==> src/rtl/prog_mux_bank.sv <==
// prog_mux_bank
// Bank of CHAN programmable routing muxes sharing one 2**SEL-bit input bus.
// Configuration arrives serially through a daisy-chained shadow register. A
// validated commit copies the shadow atomically into the active register that
// drives the muxes.
//
// Ports:
//   prog_clk    configuration clock (the only clock)
//   prog_rst_n  asynchronous active-low reset
//   in          shared mux data inputs, 2**SEL bits
//   prog_in     serial configuration data in
//   prog_en     shift enable
//   prog_commit single-cycle request to transfer shadow to active
//   out         combinational mux outputs, one bit per channel
//   prog_out    serial chain out (shadow MSB), feeds prog_in of the next block
//   cfg_valid   set by the first accepted commit, held until reset
//   cfg_err     set by a rejected commit, cleared by an accepted commit
//   fsm_state   frame FSM state for debug: 0=EMPTY 1=LOAD 2=FULL 3=OVER
//   bit_count   shift counter for debug, saturates at L+1
//
// Handshake: prog_commit is a single-cycle strobe sampled on the rising edge
// of prog_clk. It is honoured only when prog_en is low in the same cycle and
// exactly L bits have been shifted since the last commit or reset. Any other
// commit strobe is refused and flagged on cfg_err.
//
// Frame layout: channel c occupies shadow[c*CFG_W +: CFG_W], with the select in
// bits [SEL-1:0], the invert flag in bit SEL and the enable flag in bit SEL+1.
module prog_mux_bank #(
  parameter int SEL  = 4,
  parameter int CHAN = 4
) (
  input  logic                                    prog_clk,
  input  logic                                    prog_rst_n,
  input  logic [2**SEL-1:0]                       in,
  input  logic                                    prog_in,
  input  logic                                    prog_en,
  input  logic                                    prog_commit,
  output logic [CHAN-1:0]                         out,
  output logic                                    prog_out,
  output logic                                    cfg_valid,
  output logic                                    cfg_err,
  output logic [1:0]                              fsm_state,
  output logic [$clog2(CHAN*(SEL+2)+2)-1:0]       bit_count
);

  localparam int CFG_W = SEL + 2;
  localparam int L     = CHAN * CFG_W;
  localparam int CW    = $clog2(L + 2);

  localparam logic [CW-1:0] CNT_FULL = CW'(L);
  localparam logic [CW-1:0] CNT_SAT  = CW'(L + 1);

  typedef enum logic [1:0] {
    S_EMPTY = 2'd0,
    S_LOAD  = 2'd1,
    S_FULL  = 2'd2,
    S_OVER  = 2'd3
  } state_t;

  state_t          state;
  state_t          shift_state;
  logic [L-1:0]    shadow;
  logic [L-1:0]    active;
  logic [CW-1:0]   count;
  logic [CW-1:0]   count_inc;

  // Counter value and resulting state if the current cycle shifts. The state
  // is a pure function of the count so the two can never disagree.
  always_comb begin
    count_inc = (count == CNT_SAT) ? count : count + CW'(1);
    if (count_inc == CW'(0)) begin
      shift_state = S_EMPTY;
    end else if (count_inc < CNT_FULL) begin
      shift_state = S_LOAD;
    end else if (count_inc == CNT_FULL) begin
      shift_state = S_FULL;
    end else begin
      shift_state = S_OVER;
    end
  end

  always_ff @(posedge prog_clk or negedge prog_rst_n) begin
    if (!prog_rst_n) begin
      shadow    <= '0;
      active    <= '0;
      count     <= '0;
      state     <= S_EMPTY;
      cfg_valid <= 1'b0;
      cfg_err   <= 1'b0;
    end else if (prog_en) begin
      // A commit colliding with a shift is refused; the shift still happens
      // and the frame count keeps running.
      shadow <= {shadow[L-2:0], prog_in};
      count  <= count_inc;
      state  <= shift_state;
      if (prog_commit) begin
        cfg_err <= 1'b1;
      end
    end else if (prog_commit) begin
      if (state == S_FULL) begin
        active    <= shadow;
        cfg_valid <= 1'b1;
        cfg_err   <= 1'b0;
      end else begin
        // Short or overlong frame: keep both shadow and active untouched.
        cfg_err <= 1'b1;
      end
      count <= '0;
      state <= S_EMPTY;
    end
  end

  // Shadow is itself a register, so its MSB is the registered chain output.
  assign prog_out  = shadow[L-1];
  assign fsm_state = state;
  assign bit_count = count;

  // Mux datapath driven only by the active register, so shifting never
  // disturbs out.
  always_comb begin
    logic [CFG_W-1:0] cfg;
    cfg = '0;
    out = '0;
    for (int c = 0; c < CHAN; c++) begin
      cfg = active[c*CFG_W +: CFG_W];
      if (cfg[SEL+1]) begin
        out[c] = in[cfg[SEL-1:0]] ^ cfg[SEL];
      end
    end
  end

endmodule

==> config.mk <==
export PLATFORM = sky130hd
export DESIGN_NAME = prog_mux_bank
export DESIGN_NICKNAME = d
export VERILOG_FILES = /design/src/rtl/prog_mux_bank.sv
export SDC_FILE = /design/constraint.sdc
export NUM_CORES = 1
export LEC_CHECK = 0
export CORE_UTILIZATION = 50
export CTS_CLUSTER_DIAMETER = 200
export DETAILED_ROUTE_END_ITERATION = 10
export DONT_BUFFER_PORTS = 1
export PLACE_DENSITY = 0.72
export SYNTH_ARGS = -nofsm -noshare
export SYNTH_HDL_FRONTEND = slang
export SYNTH_SLANG_ARGS = --single-unit
==> constraint.sdc <==
create_clock -name prog_clk -period 2.4 [get_ports prog_clk]
set_clock_uncertainty 0.2 [all_clocks]
set_input_delay 0.24 -clock prog_clk [delete_from_list [all_inputs] [get_ports prog_clk]]
set_output_delay 0.24 -clock prog_clk [all_outputs]
set_load 0.05 [all_outputs]
==> impl_metrics.toml <==
[critical_path]
rr_startpoint = "bit_count[0]"
timing.reg2reg.setup_slack_ns = 0.36
reg2reg_to = "bit_count[4]"
start_kind = "flip-flop"
cp.arrival_ns = 2.28
crit_path_end_kind = "primary output"
startpoint = "active[2]"
endpoint = "out[0]"
critPathKind = "flip-flop to primary output"
reg2reg_depth = 5
cp.required_ns = 1.96
worstPathMaxFanout = 5

[outcome]
violations = "negative setup slack"
run_status = "finished, violations left"

[route]
wirelength_um = 5530
initialDrtViolationCount = 116
dr.pass1.iters = 4
final_antenna_net_count = 0
remaining_drc_errors = 0
avgViaCountPerCell = 6.06
avgRoutedWirePerCell_um = 20.4
num_vias = 1641

[die]
ioPinCount = 35
core-area_um2 = 5270
start_util_pct = 53.4
dieArea_um2 = 5930
die_y_um = 77
die_x_um = 77
num_rows = 26

[timing]
rsz0062_at_grt = "true"
period_needed_ns = 2.72
min_period_over_period_pct = 113
hold_viol_final = 0
slew-limit-headroom_pct = 62.4
timing.fmax_ghz = 0.368
worst_slew_pin_slew_ns = 0.565
setup_viol = 4
worst_slack_ns = -0.320
maxSlewViolCount = 0
fin_hold_ws_ns = 0.0395

[finish]
fin_cells = 271
syn_to_final_growth_pct = 15.1
nNetsFinal = 220
drive_gt1_share_pct = 52.2
final_common_cell = "dfrtp_1"
antennaDiodeCount = 0
final_cell_mix = "53 x dfrtp_1, 48 x mux2_2, 20 x mux4_2"

[grt]
grt_max_degree = 58
grt_pass1_wl_um = 9220
grt_overflow_total = 0
antenna_found_initial = 0
grt_pass1_vias = 1738
gr-usage-all-layers_pct = 21.2

[clock_network]
cts_tree = "built"
htree_levels = 3
clock-sinks = 57
root_buffer = "clkbuf_8"
path_clk_slew_ns = 0.07
clockBufferDepth = 2
cts_buffers = 9
clkLatencyLatePin_ns = 0.34
postCtsSetupBuffers = 0

[place]
portBuffers = 0
globalplace.congestion = 0.785
dp_hpwl_um = 3760
numPlacedInstances = 249

[power]
p_seq_share_pct = 49.9
p_comb_share_pct = 15.8
total_leakage_power_nw = 1.42
p_int_w = 0.00195
power.switching_w = 0.000761
peakVddDrop_mv = 0.459
p_sw_share_pct = 28.1
pwr-share-clk_pct = 34.3
powerDensity_nw_per_um2 = 837

[min_path]
whs_path_depth = 2
hold_class = "input port to flip-flop"

[logic_synthesis]
netlist_instances = 175
synth_warnings = 0
synthesis.area_um2 = 2810
yosys-top-cells-area = "dfrtp_1 51%, mux2_2 19%, mux4_1 15%"
synth_top_area_share_pct = 50.7
ys_seq_elements = 57
synth_fp_nets = 199
ys_types = 23
yosys.area.top_type = "dfrtp_1"
ys_seq_area_share_pct = 50.7
syn_avg_cell_area_um2 = 16.1

[run]
cap_viol_max_count = 0
## critical path, cell delays in order (launching register included)
cell	delay, ns
dfrtp_2	0.44
mux4_2	0.52
mux4_2	0.52
xor2_2	0.16
and2_4	0.16
buf_12	0.14
## metrics by stage
step                TNS [ns]  utilization, %  cell area [um2]  power [W]  setup slack [ns]
global route           -1.49            61.4             3240    0.00285            -0.412
detailed placement    -0.251            56.6             2980    0.00176           -0.0883
global placement     -0.0334            56.6             2980    0.00171           -0.0177
finish                 -1.10            61.4             3240    0.00271            -0.320
floorplan                  0               -             2820    0.00164            0.0994
CTS                    -1.20            61.3             3230    0.00273            -0.338
## worst min-delay path by stage
stage,start,end
global placement,prog_rst_n,bit_count[3]
floorplan,prog_rst_n,active[0]
detailed placement,prog_rst_n,bit_count[3]
finish,prog_en,bit_count[3]
CTS,prog_en,bit_count[3]
global route,prog_en,bit_count[3]
## synth_stat cells, drive strengths merged
cell type,number
mux2,48
nand2b,6
ha,3
inv,1
nand2,2
and2,4
a211o,1
or2,1
clkbuf,4
a22o,1
nand3,5
dfrtp,57
mux2i,3
nor2,4
nor3b,1
o21ai,3
buf,2
mux4,20
nand4b,1
xor2,7
a21oi,1
## power by group through the flow
stage,combinational [W],sequential (W),clock (W)
6_report,0.000428,0.00135,0.000928
5_1_grt,0.000469,0.00138,0.000996
4_1_cts,0.000433,0.00135,0.000947
3_5_place_dp,0.000387,0.00137,0
3_3_place_gp,0.000363,0.00135,0
2_1_floorplan,0.000253,0.00138,0
## per-layer routing
metal / track usage (%) / vias to the layer above / routed length (um)
met5: 0 / - / 0
met4: 10.2 / 0 / 131
met3: 7.38 / 13 / 401
met2: 31.3 / 62 / 2640
met1: 28.2 / 867 / 2360
li1: - / 699 / -
## state kept, by name, summed over array words and instances, names as in the netlist
name       cells
fsm_state      2
cfg_valid      1
active        24
bit_count      5
cfg_err        1
shadow        24
## cell type report
class                   count  area [um2]
inverters                   1        3.75
repair buffers             16         188
well taps                  70        87.6
multi-input cells         111        1320
flip-flops and latches     57        1430
clock buffers              14         173
clock inverters             2        35.0
fillers                   407        2030
## cell families after synthesis
family / share of synthesized area [%]
multiplexers: 38.4
XOR/XNOR: 2.18
adder cells (fa/ha/maj): 1.33
AO/OA/AOI/OAI: 1.33
flip-flops: 50.7
AND/OR/NAND/NOR: 4.89
buffers and inverters: 1.11
## what timing repair did
action / in CTS / in global routing
hold buffers: 6 / 0
pin swaps: 2 / 1
resized for setup: 24 / 1
endpoints found under the hold margin: 89 / 0
setup endpoints to repair: 4 / 4
Note: power is estimated with default switching activity, not from simulation.
==> variant 1 (same flow settings) <==
Compare `count` against `CNT_SAT` with >= in place of ==.
--- a/src/rtl/prog_mux_bank.sv
+++ b/src/rtl/prog_mux_bank.sv
@@ -67,7 +67,7 @@
   // Counter value and resulting state if the current cycle shifts. The state
   // is a pure function of the count so the two can never disagree.
   always_comb begin
-    count_inc = (count == CNT_SAT) ? count : count + CW'(1);
+    count_inc = (count >= CNT_SAT) ? count : count + CW'(1);
     if (count_inc == CW'(0)) begin
       shift_state = S_EMPTY;
     end else if (count_inc < CNT_FULL) begin
Function: same outputs for any inputs over 10 cycles, from zero or initial values and one cycle with prog_rst_n low; that may be too few to reach the edited logic, so the function may still have changed.
==> variant 1 against the original RTL <==
- the run still ends with negative setup slack left
- area after synthesis grew 2.2%
- sequential cell count unchanged
- first-iteration DRC count is 23% higher
- setup slack gained 0.00076 ns
- final area rose by 1.1%
- die area grew 2.1%
- power shrank 1.0%
- wire length decreased by 0.99%
- synthesized cell count up 8.0%
- fmax is essentially flat
- final cell count rose by 4.4%
- combinational power grew 3%
- critical endpoint is now out[2]
==> variant 1: results <==
set metrics [dict create \
    routabilityCongestion 0.871 \
    ys_seq_area_share_pct 49.6 \
    cp_top_family "multiplexers" \
    track_usage_pct 21.2 \
    vias 1715 \
    place_ws_ns -0.0913 \
    fin_nets 229 \
    synth_nets 212 \
    diodes 0 \
    yosys-top-cells-area "dfrtp_1, mux2_2, mux4_1" \
    cts.root.buffer_cell "clkbuf_8" \
    insertion_delay_ns 0.34 \
    violations "negative setup slack" \
    cts_buffers 9 \
    synthFlopType "dfrtp_1" \
    first_pass_iters 4 \
    num-fill-cells 448 \
    worstPathArrival_ns 2.28 \
    htreeDepth 3 \
    async_flop_share_pct 100 \
    grt_pass1_wl_microns 9490 \
    grt_pass1_vias 1858 \
    worst_slew_pin_slew_ns 0.497 \
    worst_path_largest_cell_delay_ns 0.52 \
    wl_per_cell_microns 19.4 \
    drtIter0Drc 143 \
    clockBufferDepth 2 \
    post_cts_buffers 0 \
    grt_max_degree 58 \
    min_path_cells 3 \
    leakagePower_uw 0.00141 \
    layout_setup_ws_ns -0.320 \
    ys.warnings.count 0 \
    cts.clk_slew.worst_paths_ns 0.06 \
    path_max_fanout 5 \
    holdCritPathClass "in2reg" \
    setup_violations 4 \
    dp_hpwl_microns 3750 \
    crit_slowest_cell "mux4_2" \
    io_buffers 0 \
    synthTopCellsByCount "dfrtp_1, mux2_2, mux4_1" \
    synth.distinct_cells 35 \
    status "finished, violations left" \
    antenna_found_initial 0 \
    r2r_cells 5 \
    worst_ir_drop_vdd_uv 549 \
    layout-drive-gt1-share_pct 50.2 \
]
[variant 1: layer usage]
layer  global-route usage (%)  vias to the layer above  routed length, microns
met5                        0                        -                       0
met4                     9.25                        0                      96
met3                     6.24                       11                     307
met2                     32.7                       46                    2700
met1                     27.9                      903                    2370
li1                         -                      755                       -
[variant 1: where the power goes]
group,internal [uW],switching (uW)
combinational,239,201
sequential,1150,188
clock,542,357
[variant 1: per-stage QoR]
step	cell area [sq um]	hold slack [ns]	setup TNS, ns	cells
finish	3270	0.0216	-1.06	283
global route	3270	0.00908	-1.44	283
CTS	3270	0.00810	-1.16	283
detailed placement	3030	-0.254	-0.220	262
global placement	3030	-0.254	-0.0606	262
floorplan	2880	-0.256	0	189
[variant 1: worst paths after layout]
| check | from | endpoint | slack, ns |
|---|---|---|---|
| min in group asynchronous | prog_rst_n | bit_count[1]$_DFFE_PN0P_ | 0.22 |
| worst max-delay path | active[14]$_DFFE_PN0P_ | out[2] | -0.32 |
| worst max register to register | bit_count[0]$_DFFE_PN0P_ | bit_count[2]$_DFFE_PN0P_ | 0.45 |
| max in group asynchronous | prog_rst_n | active[2]$_DFFE_PN0P_ | 1.50 |
| worst min-delay path | prog_en | fsm_state[0]$_DFFE_PN0P_ | 0.02 |
| worst min register to register | active[12]$_DFFE_PN0P_ | active[12]$_DFFE_PN0P_ | 0.32 |
[variant 1: final cells by class]
| class | count | area [sq um] | area share [%] |
|---|---|---|---|
| Clock inverter | 1 | 5.00 | 0.153 |
| Clock buffer | 15 | 206 | 6.31 |
| Tap cell | 72 | 90.1 | 2.75 |
| Multi-Input combinational cell | 120 | 1350 | 41.3 |
| Inverter | 3 | 11.3 | 0.344 |
| Timing Repair Buffer | 15 | 178 | 5.43 |
| Sequential cell | 57 | 1430 | 43.7 |
[variant 1: kinds of logic after synthesis]
group | count (synthesis) | synth area share, %
mux | 68 | 36.6
flops | 57 | 49.6
simple gates | 25 | 5.22
compound gates | 19 | 4.22
buf+inv | 12 | 1.65
xor+xnor | 6 | 1.83
fa+ha+maj | 2 | 0.871
[variant 1: repair_timing]
item / 4_1_cts / 5_1_grt
resized for setup: 24 / 0
hold endpoints to repair: 89 / 0
endpoints found under the setup margin: 4 / 4
cloned: 0 / 0
pin swaps: 2 / 2
hold buffers: 5 / 0
[variant 1: worst reg2reg max path, delay by kind of cell (launching register included)]
kind | cells | cell delay, ns
flip-flops | 1 | 0.49
adder cells (fa/ha/maj) | 1 | 0.28
XOR/XNOR | 1 | 0.15
AND/OR/NAND/NOR | 1 | 0.37
AO/OA/AOI/OAI | 2 | 0.36
==> variant 2 (same settings) <==
Without the edit above. Change the parameter `SEL` from 4 to 3.
--- a/src/rtl/prog_mux_bank.sv
+++ b/src/rtl/prog_mux_bank.sv
@@ -26,7 +26,7 @@
 // Frame layout: channel c occupies shadow[c*CFG_W +: CFG_W], with the select in
 // bits [SEL-1:0], the invert flag in bit SEL and the enable flag in bit SEL+1.
 module prog_mux_bank #(
-  parameter int SEL  = 4,
+  parameter int SEL  = 3,
   parameter int CHAN = 4
 ) (
   input  logic                                    prog_clk,
Interface: changed (resized in); port bits go from 35 to 27. The function was not compared with the original's and may differ.
==> variant 2 against the original RTL <==
- sequential share of layout area is 1.9 points higher
- wire length is 23% lower
- area after synthesis is 17% lower
- final cell count is 13% lower
- power is 21% lower
- final area is 18% lower
- largest cell class unchanged
- setup slack better by 0.39 ns
- via count is 12% lower
- combinational power is 24% lower
- hold slack worse by 0.022 ns
- first-iteration DRC count is 59% lower
- sequential cell count is 8 lower
==> variant 2: results <==
set metrics [dict create \
    min_path_cells 3 \
    ys_seq_area_share_pct 52.5 \
    synthMuxAreaShare_pct 30.9 \
    worst_slew_pin_slew_ns 0.505 \
    grt_pass1_wl_microns 7310 \
    drtIter0Drc 48 \
    layout-drive-gt1-share_pct 39.5 \
    synth-compound-area-share_pct 4.71 \
    track_usage_pct 19.5 \
    worst_ir_drop_vdd_uv 382 \
    cts.clk_slew.worst_paths_ns 0.09 \
    synth.distinct_cells 29 \
    yosys-top-cells-area "dfrtp_1, mux2_2, mux4_1" \
    insertion_delay_ns 0.30 \
    fin_nets 199 \
    synth_nets 183 \
    postSynthAreaPerCell_sq_um 13.9 \
    holdPathEnd "bit_count[4]$_DFFE_PN0P_" \
    dp_hpwl_microns 2840 \
    viasPerCell 6.10 \
    path_max_fanout 3 \
    grt_pass1_vias 1528 \
    clockBufferDepth 2 \
    post-place-cells 223 \
    leakagePower_uw 0.00118 \
    synth_fa_ha_area_share_pct 1.07 \
    synthTopCellsByCount "dfrtp_1, mux2_2, mux4_1" \
    regToRegSetupSlack_ns 0.44 \
    whs_ns 0.0172 \
    post_dp_cell_area_sq_mm 0.00244 \
    grt_max_degree 50 \
    r2r_end "fsm_state[0]$_DFFE_PN0P_" \
    hp-start "prog_commit" \
    wirelength_microns 4240 \
    status "finished, final reports clean" \
    vias 1446 \
    synthXorXnorAreaFrac_pct 1.50 \
    cts_buffers 5 \
    htreeDepth 2 \
]
-- variant 2: cell types whose count changed in the layout (fill, tap and decap cells not counted), moves of 6 or more --
| cell | change |
|---|---|
| dfrtp_1 | -6 |
| clkbuf_8 | -7 |
| mux2_2 | -9 |
| mux4_2 | -14 |
| nand2b_1 | -6 |
| xor2_1 | -6 |
-- variant 2: worst max path at each step --
stage	slack, ns	from	cells after the start	endpoint
6_report	0.07	active[10]$_DFFE_PN0P_	5	out[2]
5_1_grt	-0.04	active[10]$_DFFE_PN0P_	5	out[2]
4_1_cts	0.0004	active[15]$_DFFE_PN0P_	5	out[3]
3_5_place_dp	0.33	active[15]$_DFFE_PN0P_	5	out[3]
3_3_place_gp	0.34	active[15]$_DFFE_PN0P_	5	out[3]
2_1_floorplan	0.34	active[0]$_DFFE_PN0P_	4	out[0]
-- variant 2: per-stage QoR --
stage / TNS (ns) / setup slack [ns]
floorplan: 0 / 0.341
global placement: 0 / 0.338
detailed placement: 0 / 0.334
CTS: 0 / 0.000444
global route: -0.0443 / -0.0351
finish: 0 / 0.0656
-- variant 2: metal layers --
| metal | vias up | global-route usage [%] | share of wire (%) |
|---|---|---|---|
| li1 | 652 | - | - |
| met5 | - | 0 | 0 |
| met3 | 6 | 6.06 | 6.1 |
| met1 | 745 | 23.7 | 43 |
| met2 | 43 | 32.8 | 50 |
| met4 | 0 | 6.67 | 1.5 |
-- variant 2: timing repair --
item	CTS	global route
setup buffers	0	1
endpoints found under the setup margin	1	4
hold buffers	5	0
gates resized for setup	1	12
hold endpoints to repair	77	0
pin swaps	0	3
-- variant 2: area by class of cell --
type	count	area, sq um
Fill cell	350	1750
Sequential cell	49	1230
Multi-Input combinational cell	106	1030
Timing Repair Buffer	18	190
Clock buffer	5	68.8
Clock inverter	3	65.1
Tap cell	52	65.1
Inverter	4	15.0
-- variant 2: logic make-up (layout without fill, tap and decap cells) --
kind of cell               Yosys count  in the layout
buffers and inverters               13             30
adders and majority gates            2              2
and+or+nand+nor                     29             29
xor gates and xnor gates             4              4
DFF                                 49             49
AOI/OAI and AO/OA                   17             17
muxes                               54             54
-- variant 2: power breakdown --
part           internal, uW  switching [uW]  leakage [uW]  total, uW
clock network           414             270     0.0000681        684
registers               975             159      0.000630       1130
logic                   172             152      0.000484        324
total                  1560             581       0.00118       2140
-- variant 2: critical path, stage by stage (launching register included) --
cell,delay [ns]
dfrtp_1,0.39
mux4_1,0.55
mux2i_1,0.19
xnor2_1,0.14
and2_1,0.16
buf_6,0.16
